[src/rtl/ex_pkg.sv]
// ex_pkg: shared ALU-op codes, funct constants, ALU control and FSM encodings
// for the execute stage. Purely declarative, no ports.
package ex_pkg;

  localparam logic [1:0] ALUOP_ADD   = 2'b00;
  localparam logic [1:0] ALUOP_SUB   = 2'b01;
  localparam logic [1:0] ALUOP_FUNCT = 2'b10;
  localparam logic [1:0] ALUOP_ADDI  = 2'b11;

  localparam logic [5:0] FUNCT_ADD = 6'b100000;
  localparam logic [5:0] FUNCT_SUB = 6'b100010;
  localparam logic [5:0] FUNCT_AND = 6'b100100;
  localparam logic [5:0] FUNCT_OR  = 6'b100101;
  localparam logic [5:0] FUNCT_SLT = 6'b101010;
  localparam logic [5:0] FUNCT_MUL = 6'b011000;

  typedef enum logic [2:0] {
    ALU_ADD,
    ALU_SUB,
    ALU_AND,
    ALU_OR,
    ALU_SLT,
    ALU_MUL,
    ALU_NOP
  } alu_ctrl_e;

  typedef enum logic {
    ST_IDLE,
    ST_BUSY
  } ex_state_e;

  // EX/MEM control payload
  typedef struct packed {
    logic reg_write;
    logic mem_to_reg;
    logic mem_read;
    logic mem_write;
  } exmem_ctrl_t;

  // ALUOp/funct to ALU operation; unknown funct maps to NOP
  function automatic alu_ctrl_e alu_decode(input logic [1:0] alu_op,
                                           input logic [5:0] funct);
    alu_ctrl_e c;
    c = ALU_NOP;
    case (alu_op)
      ALUOP_ADD, ALUOP_ADDI: c = ALU_ADD;
      ALUOP_SUB:             c = ALU_SUB;
      default: begin
        case (funct)
          FUNCT_ADD: c = ALU_ADD;
          FUNCT_SUB: c = ALU_SUB;
          FUNCT_AND: c = ALU_AND;
          FUNCT_OR:  c = ALU_OR;
          FUNCT_SLT: c = ALU_SLT;
          FUNCT_MUL: c = ALU_MUL;
          default:   c = ALU_NOP;
        endcase
      end
    endcase
    return c;
  endfunction

endpackage

[src/rtl/ex_mul_iter.sv]
// ex_mul_iter: iterative shift-add multiplier, MUL_BITS multiplier bits per cycle,
// low DATA_W bits of the product.
// Ports: clk, rst (sync active-low), start (accepted when idle; performs
// iteration 0 on that edge), a, b operands; busy (registered), done_c
// (combinational, high on the edge that completes the final iteration),
// product_c (combinational product valid while done_c).
module ex_mul_iter #(
  parameter int unsigned DATA_W   = 32,
  parameter int unsigned MUL_BITS = 1
) (
  input  logic              clk,
  input  logic              rst,
  input  logic              start,
  input  logic [DATA_W-1:0] a,
  input  logic [DATA_W-1:0] b,
  output logic              busy,
  output logic              done_c,
  output logic [DATA_W-1:0] product_c
);

  localparam int unsigned ITER  = DATA_W / MUL_BITS;
  localparam int unsigned CNT_W = $clog2(ITER);

  logic [CNT_W-1:0]  cnt;
  logic [DATA_W-1:0] a_q;
  logic [DATA_W-1:0] b_q;
  logic [DATA_W-1:0] acc_q;
  logic [DATA_W-1:0] pp_start;
  logic [DATA_W-1:0] pp_iter;

  // Partial product of m with a MUL_BITS-wide multiplier digit
  function automatic logic [DATA_W-1:0] partial(input logic [DATA_W-1:0]   m,
                                                input logic [MUL_BITS-1:0] d);
    logic [DATA_W-1:0] s;
    s = '0;
    for (int j = 0; j < int'(MUL_BITS); j++) begin
      if (d[j]) s = s + (m << j);
    end
    return s;
  endfunction

  assign pp_start  = partial(a, b[MUL_BITS-1:0]);
  assign pp_iter   = partial(a_q, b_q[MUL_BITS-1:0]);
  assign product_c = acc_q + pp_iter;
  assign done_c    = busy && (cnt == CNT_W'(ITER - 1));

  // Operand/accumulator/counter registers
  always_ff @(posedge clk) begin
    if (!rst) begin
      busy  <= 1'b0;
      cnt   <= '0;
      a_q   <= '0;
      b_q   <= '0;
      acc_q <= '0;
    end else if (busy) begin
      acc_q <= product_c;
      a_q   <= a_q << MUL_BITS;
      b_q   <= b_q >> MUL_BITS;
      if (done_c) begin
        busy <= 1'b0;
        cnt  <= '0;
      end else begin
        cnt <= cnt + CNT_W'(1);
      end
    end else if (start) begin
      busy  <= 1'b1;
      cnt   <= CNT_W'(1);
      acc_q <= pp_start;
      a_q   <= a << MUL_BITS;
      b_q   <= b >> MUL_BITS;
    end
  end

endmodule

[src/rtl/ex_stage.sv]
// ex_stage: execute stage with EX/MEM pipeline register. Operand forwarding
// (EX/MEM over MEM/WB), ALU-control decode, destination select and an
// iterative MUL that raises stall_out while it runs.
// Ports: clk, rst (sync active-low); ID/EX controls, operands and register
// addresses (*_in); MEM/WB forwarding source (memwb_*); EX/MEM outputs
// (RegWrite/MemtoReg/MemRead/MemWrite/ALUResult/StoreData/Rd_addr_out);
// stall_out (combinational) holds PC and IF/ID.
// Build option: define EX_OVF_EN to trap signed add/sub overflow (funct form)
// by dropping RegWrite_out and setting the sticky ovf_out port.
module ex_stage
  import ex_pkg::*;
#(
  parameter int unsigned DATA_W   = 32,
  parameter int unsigned MUL_BITS = 1
) (
  input  logic              clk,
  input  logic              rst,
  input  logic              RegWrite_in,
  input  logic              MemtoReg_in,
  input  logic              MemRead_in,
  input  logic              MemWrite_in,
  input  logic              ALUSrc_in,
  input  logic              RegDst_in,
  input  logic [1:0]        ALUOp_in,
  input  logic [DATA_W-1:0] RegRsData_in,
  input  logic [DATA_W-1:0] RegRtData_in,
  input  logic [DATA_W-1:0] Immediate_in,
  input  logic [4:0]        instr_Rs_addr_in,
  input  logic [4:0]        instr_Rt_addr_a_in,
  input  logic [4:0]        instr_Rt_addr_b_in,
  input  logic [4:0]        instr_Rd_addr_in,
  input  logic              memwb_RegWrite_in,
  input  logic [4:0]        memwb_Rd_addr_in,
  input  logic [DATA_W-1:0] memwb_WriteData_in,
  output logic              RegWrite_out,
  output logic              MemtoReg_out,
  output logic              MemRead_out,
  output logic              MemWrite_out,
  output logic [DATA_W-1:0] ALUResult_out,
  output logic [DATA_W-1:0] StoreData_out,
  output logic [4:0]        Rd_addr_out,
  output logic              stall_out
`ifdef EX_OVF_EN
  ,
  output logic              ovf_out
`endif
);

  localparam int unsigned MSB = DATA_W - 1;

  ex_state_e         state, state_d;
  exmem_ctrl_t       ctrl_q, ctrl_d;
  logic [DATA_W-1:0] result_d;
  logic [DATA_W-1:0] store_d;
  logic [4:0]        rd_d;
  logic [4:0]        cap_rd, cap_rd_d;
  logic              cap_rw, cap_rw_d;

  logic [DATA_W-1:0] fwd_rs;
  logic [DATA_W-1:0] fwd_rt;
  logic [DATA_W-1:0] op_b;
  logic [DATA_W-1:0] sum;
  logic [DATA_W-1:0] diff;
  logic [DATA_W-1:0] alu_res;
  logic [4:0]        dest;
  alu_ctrl_e         alu_ctrl;
  logic              is_mul;

  logic              mul_start;
  logic              mul_busy;
  logic              mul_done_c;
  logic [DATA_W-1:0] mul_product_c;

`ifdef EX_OVF_EN
  logic ovf;
  logic ovf_d;
`endif

  // Forward select: EX/MEM first, then MEM/WB, never for r0
  function automatic logic [DATA_W-1:0] fwd_sel(input logic [4:0]        addr,
                                                input logic [DATA_W-1:0] reg_val,
                                                input logic              exm_rw,
                                                input logic [4:0]        exm_rd,
                                                input logic [DATA_W-1:0] exm_val,
                                                input logic              wb_rw,
                                                input logic [4:0]        wb_rd,
                                                input logic [DATA_W-1:0] wb_val);
    if (exm_rw && (exm_rd != 5'd0) && (exm_rd == addr)) return exm_val;
    else if (wb_rw && (wb_rd != 5'd0) && (wb_rd == addr)) return wb_val;
    else return reg_val;
  endfunction

  assign fwd_rs = fwd_sel(instr_Rs_addr_in, RegRsData_in, RegWrite_out, Rd_addr_out,
                          ALUResult_out, memwb_RegWrite_in, memwb_Rd_addr_in,
                          memwb_WriteData_in);
  assign fwd_rt = fwd_sel(instr_Rt_addr_a_in, RegRtData_in, RegWrite_out, Rd_addr_out,
                          ALUResult_out, memwb_RegWrite_in, memwb_Rd_addr_in,
                          memwb_WriteData_in);

  assign op_b     = ALUSrc_in ? Immediate_in : fwd_rt;
  assign dest     = RegDst_in ? instr_Rd_addr_in : instr_Rt_addr_b_in;
  assign alu_ctrl = alu_decode(ALUOp_in, Immediate_in[5:0]);
  assign is_mul   = (alu_ctrl == ALU_MUL);
  assign sum      = fwd_rs + op_b;
  assign diff     = fwd_rs - op_b;

  // Single-cycle ALU; MUL and NOP produce 0 here
  always_comb begin
    alu_res = '0;
    case (alu_ctrl)
      ALU_ADD: alu_res = sum;
      ALU_SUB: alu_res = diff;
      ALU_AND: alu_res = fwd_rs & op_b;
      ALU_OR:  alu_res = fwd_rs | op_b;
      ALU_SLT: alu_res = DATA_W'($signed(fwd_rs) < $signed(op_b));
      default: alu_res = '0;
    endcase
  end

`ifdef EX_OVF_EN
  // Signed overflow, funct-form add/sub only
  always_comb begin
    ovf = 1'b0;
    if (ALUOp_in == ALUOP_FUNCT) begin
      if (alu_ctrl == ALU_ADD)
        ovf = (fwd_rs[MSB] == op_b[MSB]) && (sum[MSB] != fwd_rs[MSB]);
      else if (alu_ctrl == ALU_SUB)
        ovf = (fwd_rs[MSB] != op_b[MSB]) && (diff[MSB] != fwd_rs[MSB]);
    end
  end
`endif

  // The multiply uses forwarded Rt, not the immediate path
  ex_mul_iter #(
    .DATA_W   (DATA_W),
    .MUL_BITS (MUL_BITS)
  ) u_mul (
    .clk       (clk),
    .rst       (rst),
    .start     (mul_start),
    .a         (fwd_rs),
    .b         (fwd_rt),
    .busy      (mul_busy),
    .done_c    (mul_done_c),
    .product_c (mul_product_c)
  );

  // Stall covers the decode cycle plus every busy cycle; forced low in reset
  assign stall_out = rst && ((state == ST_IDLE && is_mul) || mul_busy);

  // Next state and EX/MEM next values; bubble unless a result is ready
  always_comb begin
    state_d   = state;
    ctrl_d    = '0;
    result_d  = '0;
    store_d   = '0;
    rd_d      = '0;
    cap_rd_d  = cap_rd;
    cap_rw_d  = cap_rw;
    mul_start = 1'b0;
`ifdef EX_OVF_EN
    ovf_d     = ovf_out;
`endif
    case (state)
      ST_IDLE: begin
        if (is_mul) begin
          state_d   = ST_BUSY;
          mul_start = 1'b1;
          cap_rd_d  = dest;
          cap_rw_d  = RegWrite_in;
        end else begin
          ctrl_d.reg_write  = RegWrite_in && (alu_ctrl != ALU_NOP);
          ctrl_d.mem_to_reg = MemtoReg_in;
          ctrl_d.mem_read   = MemRead_in;
          ctrl_d.mem_write  = MemWrite_in;
          result_d          = alu_res;
          store_d           = fwd_rt;
          rd_d              = dest;
`ifdef EX_OVF_EN
          if (ovf) begin
            ctrl_d.reg_write = 1'b0;
            ovf_d            = 1'b1;
          end
`endif
        end
      end
      ST_BUSY: begin
        if (mul_done_c) begin
          state_d          = ST_IDLE;
          ctrl_d.reg_write = cap_rw;
          result_d         = mul_product_c;
          rd_d             = cap_rd;
        end
      end
      default: state_d = ST_IDLE;
    endcase
  end

  // State, capture and EX/MEM registers
  always_ff @(posedge clk) begin
    if (!rst) begin
      state         <= ST_IDLE;
      ctrl_q        <= '0;
      ALUResult_out <= '0;
      StoreData_out <= '0;
      Rd_addr_out   <= '0;
      cap_rd        <= '0;
      cap_rw        <= 1'b0;
`ifdef EX_OVF_EN
      ovf_out       <= 1'b0;
`endif
    end else begin
      state         <= state_d;
      ctrl_q        <= ctrl_d;
      ALUResult_out <= result_d;
      StoreData_out <= store_d;
      Rd_addr_out   <= rd_d;
      cap_rd        <= cap_rd_d;
      cap_rw        <= cap_rw_d;
`ifdef EX_OVF_EN
      ovf_out       <= ovf_d;
`endif
    end
  end

  assign RegWrite_out = ctrl_q.reg_write;
  assign MemtoReg_out = ctrl_q.mem_to_reg;
  assign MemRead_out  = ctrl_q.mem_read;
  assign MemWrite_out = ctrl_q.mem_write;

endmodule

[config.mk]
export PLATFORM = sky130hd
export DESIGN_NAME = ex_stage
export DESIGN_NICKNAME = d
export VERILOG_FILES = /design/src/rtl/ex_pkg.sv /design/src/rtl/ex_mul_iter.sv /design/src/rtl/ex_stage.sv
export SDC_FILE = /design/constraint.sdc
export NUM_CORES = 1
export LEC_CHECK = 0
export CORE_MARGIN = 3
export CORE_UTILIZATION = 45
export CTS_CLUSTER_DIAMETER = 80
export DETAILED_ROUTE_END_ITERATION = 10
export DONT_BUFFER_PORTS = 1
export GPL_ROUTABILITY_DRIVEN = 0
export REMOVE_ABC_BUFFERS = 1
export SLEW_MARGIN = 25
export SYNTH_ARGS = -nofsm -noshare
export SYNTH_HDL_FRONTEND = slang
export SYNTH_HIERARCHICAL = 1
export SYNTH_SLANG_ARGS = --single-unit
[constraint.sdc]
create_clock -name clk -period 7.81 [get_ports clk]
set_input_delay 1.562 -clock clk [delete_from_list [all_inputs] [get_ports clk]]
set_output_delay 1.562 -clock clk [all_outputs]
set_load 0.05 [all_outputs]
== After elaboration in Yosys (flattened, before gate mapping) ==
Cells that the tools add are included.

* Add/subtract/negate cells: 4
* Multiply operators: 0
* Div/mod/pow operators: 0
* Magnitude comparators: 1
* Eq/ne operators: 19
* Shifts and indexed selects: 0
* Mux-type cells: 35
* Bitwise gates (word level): 4
* Reductions and logical operators: 19

{| class="wikitable"
|+ Operators by type and width
! kind !! number
|-
| 2-to-1 mux 32 bit || 13
|-
| case mux 32 bit (5 select lines) || 1
|-
| adder 32 bit || 2
|-
| case mux 32 bit (2 select lines) || 1
|-
| 2-to-1 mux 31 bit || 2
|-
| bitwise AND 32 bit || 1
|-
| < comparator 32 bit || 1
|-
| bitwise OR 32 bit || 1
|-
| subtractor 32 bit || 1
|-
| equality test 6 bit (second input constant) || 5
|-
| 2-to-1 mux 5 bit || 6
|-
| equality test 5 bit || 4
|-
| case mux 3 bit (6 select lines) || 1
|-
| logical AND 1 bit || 10
|-
| case mux 5 bit (2 select lines) || 1
|-
| nonzero test 5 bit || 2
|-
| equality test 3 x 2 -> 1 bit (second input constant) || 2
|-
| equality test 3 bit (second input constant) || 2
|-
| equality test 6 x 5 -> 1 bit (second input constant) || 1
|-
| 2-to-1 mux 1 bit || 6
|-
| case mux 3 bit (2 select lines) || 1
|-
| adder 5 x 1 -> 5 bit (second input constant) || 1
|-
| equality test 5 bit (second input constant) || 1
|-
| 2-to-1 mux 4 bit || 1
|-
| 13 further kinds || 15
|}

* Bits in registers: 180
* Latch bits: 0
* Bits in writable memories: 0
* Bits in read-only memories: 0
* Input bits: 164
* Output and inout bits: 74
* Logic and storage cells: 97
* Memories kept: 0

== Longest topological paths before layout ==
* Depth in word-level cells: 10
* Mapped depth: 19
* Depth with buffers taken out: 17

== Hierarchy ==
The synthesis kept the hierarchy.

{| class="wikitable"
|+ By module, submodules not included
! module !! instances !! cells each !! area each (sq um) !! sequential area each (sq um)
|-
| ex_stage || 1 || 1266 || 9675.5 || 1601.5
|-
| ex_mul_iter || 1 || 828 || 6478.7 || 2001.9
|}

== Worst setup path after synthesis ==
OpenSTA, ideal clock, no wires.

* Kind: input -> register
* Start point: input memwb_Rd_addr_in[4]
* End point: register ALUResult_out[30]
* Library setup time: 0.120 ns
* Arrival time: 5.500 ns
* Data required time: 7.690 ns
* Path slack: 2.190 ns
* Stages on the path: 18
* Buffers on the path: 1
* Path through: xnor2_1 nand3_1 nor4_2 clkbuf_1 mux2i_1 o21a_1 inv_1 ha_1 fa_1 a211oi_1 o21ai_0 a211oi_1 a31oi_1 a31o_2 nor3b_1 mux2i_1 a31oi_1 a211o_1

* Elaborated cells between the ends (all ways): 18
* Classes of those cells: 2 x add/sub; 2 x eq/ne; 8 x mux; 2 x bitwise; 4 x reduce/logical

{| class="wikitable"
|+ RTL lines
! element !! RTL line !! RTL
|-
| start: declaration || ex_stage.sv:33 || <nowiki>input logic [4:0] memwb_Rd_addr_in,</nowiki>
|-
| nonzero test 5 bit || ex_stage.sv:89 || <nowiki>else if (wb_rw && (wb_rd != 5'd0) && (wb_rd == addr)) return wb_val;</nowiki>
|-
| logical AND 1 bit || ex_stage.sv:89 ||
|-
| logical AND 1 bit * || ex_stage.sv:89 ||
|-
| 2-to-1 mux 32 bit * || ex_stage.sv:89 ||
|-
| 2-to-1 mux 32 bit * || ex_stage.sv:88 || <nowiki>if (exm_rw && (exm_rd != 5'd0) && (exm_rd == addr)) return exm_val;</nowiki>
|-
| via fwd_rs[0] || ex_stage.sv:59 || <nowiki>logic [DATA_W-1:0] fwd_rs;</nowiki>
|-
| subtractor 32 bit / adder 32 bit (equally long branches) || ex_stage.sv:105, ex_stage.sv:104 ||
|-
| case mux 32 bit (5 select lines) * || ex_stage.sv:110 || <nowiki>case (alu_ctrl)</nowiki>
|-
| 2-to-1 mux 32 bit * || ex_stage.sv:166 || <nowiki>if (is_mul) begin</nowiki>
|-
| case mux 32 bit (2 select lines) * || ex_stage.sv:164 || <nowiki>case (state)</nowiki>
|-
| end signal: assignment || ex_stage.sv:215 || <nowiki>ALUResult_out <= result_d;</nowiki>
|-
| end: declaration || ex_stage.sv:39 || <nowiki>output logic [DATA_W-1:0] ALUResult_out,</nowiki>
|}

The timed path passes the listed nets; every way through them passes the cells marked *.
A chain may end at the register's enable or synchronous reset.

== Final worst setup path ==
* Start point: input memwb_Rd_addr_in[0]
* End point: register ALUResult_out[20]

* Longest elaborated chain between the ends: 10
* Elaborated cells between the ends (all ways): 18
* Classes of those cells: 2 x add/sub; 2 x eq/ne; 8 x mux; 2 x bitwise; 4 x reduce/logical

{| class="wikitable"
|+ Ends and longest elaborated chain
! element !! RTL line !! RTL
|-
| nonzero test 5 bit || ex_stage.sv:89 ||
|-
| logical AND 1 bit || ex_stage.sv:89 ||
|-
| logical AND 1 bit * || ex_stage.sv:89 ||
|-
| 2-to-1 mux 32 bit * || ex_stage.sv:89 ||
|-
| 2-to-1 mux 32 bit * || ex_stage.sv:88 ||
|-
| via fwd_rt[0] || ex_stage.sv:60 || <nowiki>logic [DATA_W-1:0] fwd_rt;</nowiki>
|-
| 2-to-1 mux 32 bit * || ex_stage.sv:100 || <nowiki>assign op_b = ALUSrc_in ? Immediate_in : fwd_rt;</nowiki>
|-
| subtractor 32 bit / adder 32 bit (equally long branches) || ex_stage.sv:105, ex_stage.sv:104 ||
|-
| case mux 32 bit (5 select lines) * || ex_stage.sv:110 ||
|-
| 2-to-1 mux 32 bit * || ex_stage.sv:166 ||
|-
| case mux 32 bit (2 select lines) * || ex_stage.sv:164 ||
|}

Marked as above.

==> reports/qor.csv <==
metric;value;unit
status;completed;
CTS H-tree lvls;4;
Worst-Skew Late Latency;0.46;ns
Worst Hold Class;reg2reg;
Core Rows;68;
PwrDens;159;mW/mm²
RSZ-0062 raised after global routing;no;
detailed-route wire length;56800;µm
synth unique cells;95;
Max Cap Viol;0;
Initial Util;0.462;
final hold slack;0.466;ns
gr usage total;0.283;
Fin. Hold Viols;0;
Critical Path Source Type;primary input;
die width;195;µm
Layout area overhead;4.96;%
final instance area;0.0170;mm²
EDFF count, synth;0;
IO buf count;0;
post-DR vias/cell;6.28;
mean post-synth cell area;7.71;µm²
Required @ worst endpoint;8.12;ns
DR iter-0 viols;1864;
Hold Buf Count CTS;0;
Die Ht;195;µm
number of I/O pins;238;
crit-path max FO;16;
1st-pass router iterations;6;
WP data arrival;6.43;ns
grt total ovfl;0;
clk root buf;clkbuf_16;
Rel. slew slack;0.301;
crit end category;register;
DP HPWL;41400;µm
CP Class;in2reg;
layout cells sized above 1;0.0696;
sequential area share after synthesis;0.223;
Ys Warns;6;
total setup buffers inserted after CTS;0;
Filler cells;3448;
Placed Area;0.0164;mm²
# clock sinks;180;
Peak VDD IR;0.000145;V
Least-Margin Pin Slew;1.05;ns
Final ANT Viol Nets;0;
initial antenna violation count;8;
fmax;0.164;GHz
# setup viols final;0;
setup_tns;0;ns
nets@finish;2308;
wire per inst;23.0;µm
number of CTS-inserted buffers;17;
commonest non-fill, non-tap cell in the layout;nor2_1;
via count;15500;
Seq cells post-synth;180;
clk buf depth;2;
final worst setup slack;1.70;ns
largest net degree at the start of global routing;92;
DRC viols;0;
first-pass GRT wire length;85400;µm
Syn Inst Count;2094;
CORE AREA;0.0350;mm²
commonest cells after routing, fill and taps aside;nor2_1 (215), a21oi_1 (183), dfxtp_1 (178);
pre-CTS WS;1.39;ns
ys flop type;dfxtp_1;
Fin Clk Skew;0.0154;ns
Reg clk slew, reported paths;0.07;ns
Pleak;6.81;nW
crit share post-route;0.782;
Post-Syn Area;0.0162;mm²
min Tclk post-route;6.11;ns
CTS-repair resized insts;0;
vias in the first global route;14500;
DIE AREA;0.0382;mm²
Async S/R FF share, synth;0;
Final Max Slew Viols;0;
CTS tree;done;
[where the power goes]
group / total (W) / leakage [nW] / internal, W / switching [W]
logic: 0.000691 / 5.07 / 0.000255 / 0.000436
registers: 0.00111 / 1.47 / 0.000953 / 0.000162
clock network: 0.000889 / 0.269 / 0.000477 / 0.000412
[through the flow]
step | power [W] | cells | utilization
floorplan | 0.00161 | 1953 | -
global placement | 0.00180 | 2434 | 0.468
detailed placement | 0.00180 | 2434 | 0.468
CTS | 0.00269 | 2466 | 0.485
global route | 0.00280 | 2467 | 0.485
finish | 0.00269 | 2467 | 0.485
[cell type report]
| class | count | area (µm²) | area share |
|---|---|---|---|
| Antenna cell | 1 | 2.50 | 0.000148 |
| Clock buffer | 19 | 433 | 0.0255 |
| Clock inverter | 13 | 149 | 0.00878 |
| Inverter | 104 | 390 | 0.0230 |
| Multi-Input combinational cell | 1669 | 11600 | 0.683 |
| Sequential cell | 180 | 3610 | 0.213 |
| Tap cell | 455 | 569 | 0.0336 |
| Timing Repair Buffer | 26 | 220 | 0.0130 |
[final timing paths]
check                       from                end  slack [ns]  cells after the start
min                    cap_rd[2]     Rd_addr_out[2]        0.47                      2
max          memwb_Rd_addr_in[0]  ALUResult_out[20]        1.70                     18
max reg2reg       Rd_addr_out[1]  ALUResult_out[29]        2.20                     15
min reg2reg            cap_rd[2]     Rd_addr_out[2]        0.47                      2
[cells by family after synthesis]
group,after synthesis,synth area share
multiplexers,172,0.109
buffers and inverters,245,0.0636
AND/OR/NAND/NOR,664,0.198
flip-flops,180,0.223
adder cells (fa/ha/maj),146,0.114
AO/OA/AOI/OAI,630,0.261
XOR/XNOR,57,0.0309
[cells in the mapped netlist (20+ instances only)]
library cell / n / share of area
o21a_1: 31 / 0.014
buf_2: 20 / 0.0062
and2_1: 40 / 0.015
xnor2_1: 39 / 0.021
inv_1: 102 / 0.024
o21ai_0: 138 / 0.043
nor2_1: 216 / 0.050
nor3_1: 29 / 0.0090
mux2_2: 30 / 0.021
nand2_1: 157 / 0.036
nand3_1: 48 / 0.015
a31oi_1: 23 / 0.0089
mux2i_1: 142 / 0.088
o221ai_1: 20 / 0.011
and3_1: 20 / 0.0077
nor2b_1: 68 / 0.026
clkbuf_1: 90 / 0.021
dfxtp_1: 180 / 0.22
a21oi_1: 183 / 0.057
ha_1: 143 / 0.11
nand2b_1: 26 / 0.010
o21bai_1: 21 / 0.0098
[state kept, by name (all words and copies together) (netlist names)]
signal / cells
MemWrite_out: 1
MemtoReg_out: 1
u_mul/acc_q: 32
u_mul/busy: 1
StoreData_out: 32
RegWrite_out: 1
MemRead_out: 1
cap_rd: 5
cap_rw: 1
u_mul/cnt: 5
u_mul/b_q: 31
ALUResult_out: 32
state: 1
u_mul/a_q: 31
Rd_addr_out: 5
[layer usage]
metal / share of wire / global-route usage
met5: 0.0013 / 0
met4: 0.019 / 0.0658
met1: 0.43 / 0.381
met3: 0.11 / 0.0833
met2: 0.44 / 0.449
[critical path, stage by stage]
cell	delay [ns]
or4_1	0.50
o21ai_1	0.38
nor4_4	0.10
buf_4	0.26
mux2i_1	0.25
o21ai_2	0.08
mux2_2	0.32
ha_1	0.26
fa_1	0.48
a211oi_1	0.39
o211a_1	0.33
or4_1	0.19
nand2_1	0.15
a31oi_1	0.37
nor2_1	0.08
a211o_1	0.27
a221oi_1	0.31
o21ai_0	0.13
(Power assumes the default switching activity.)
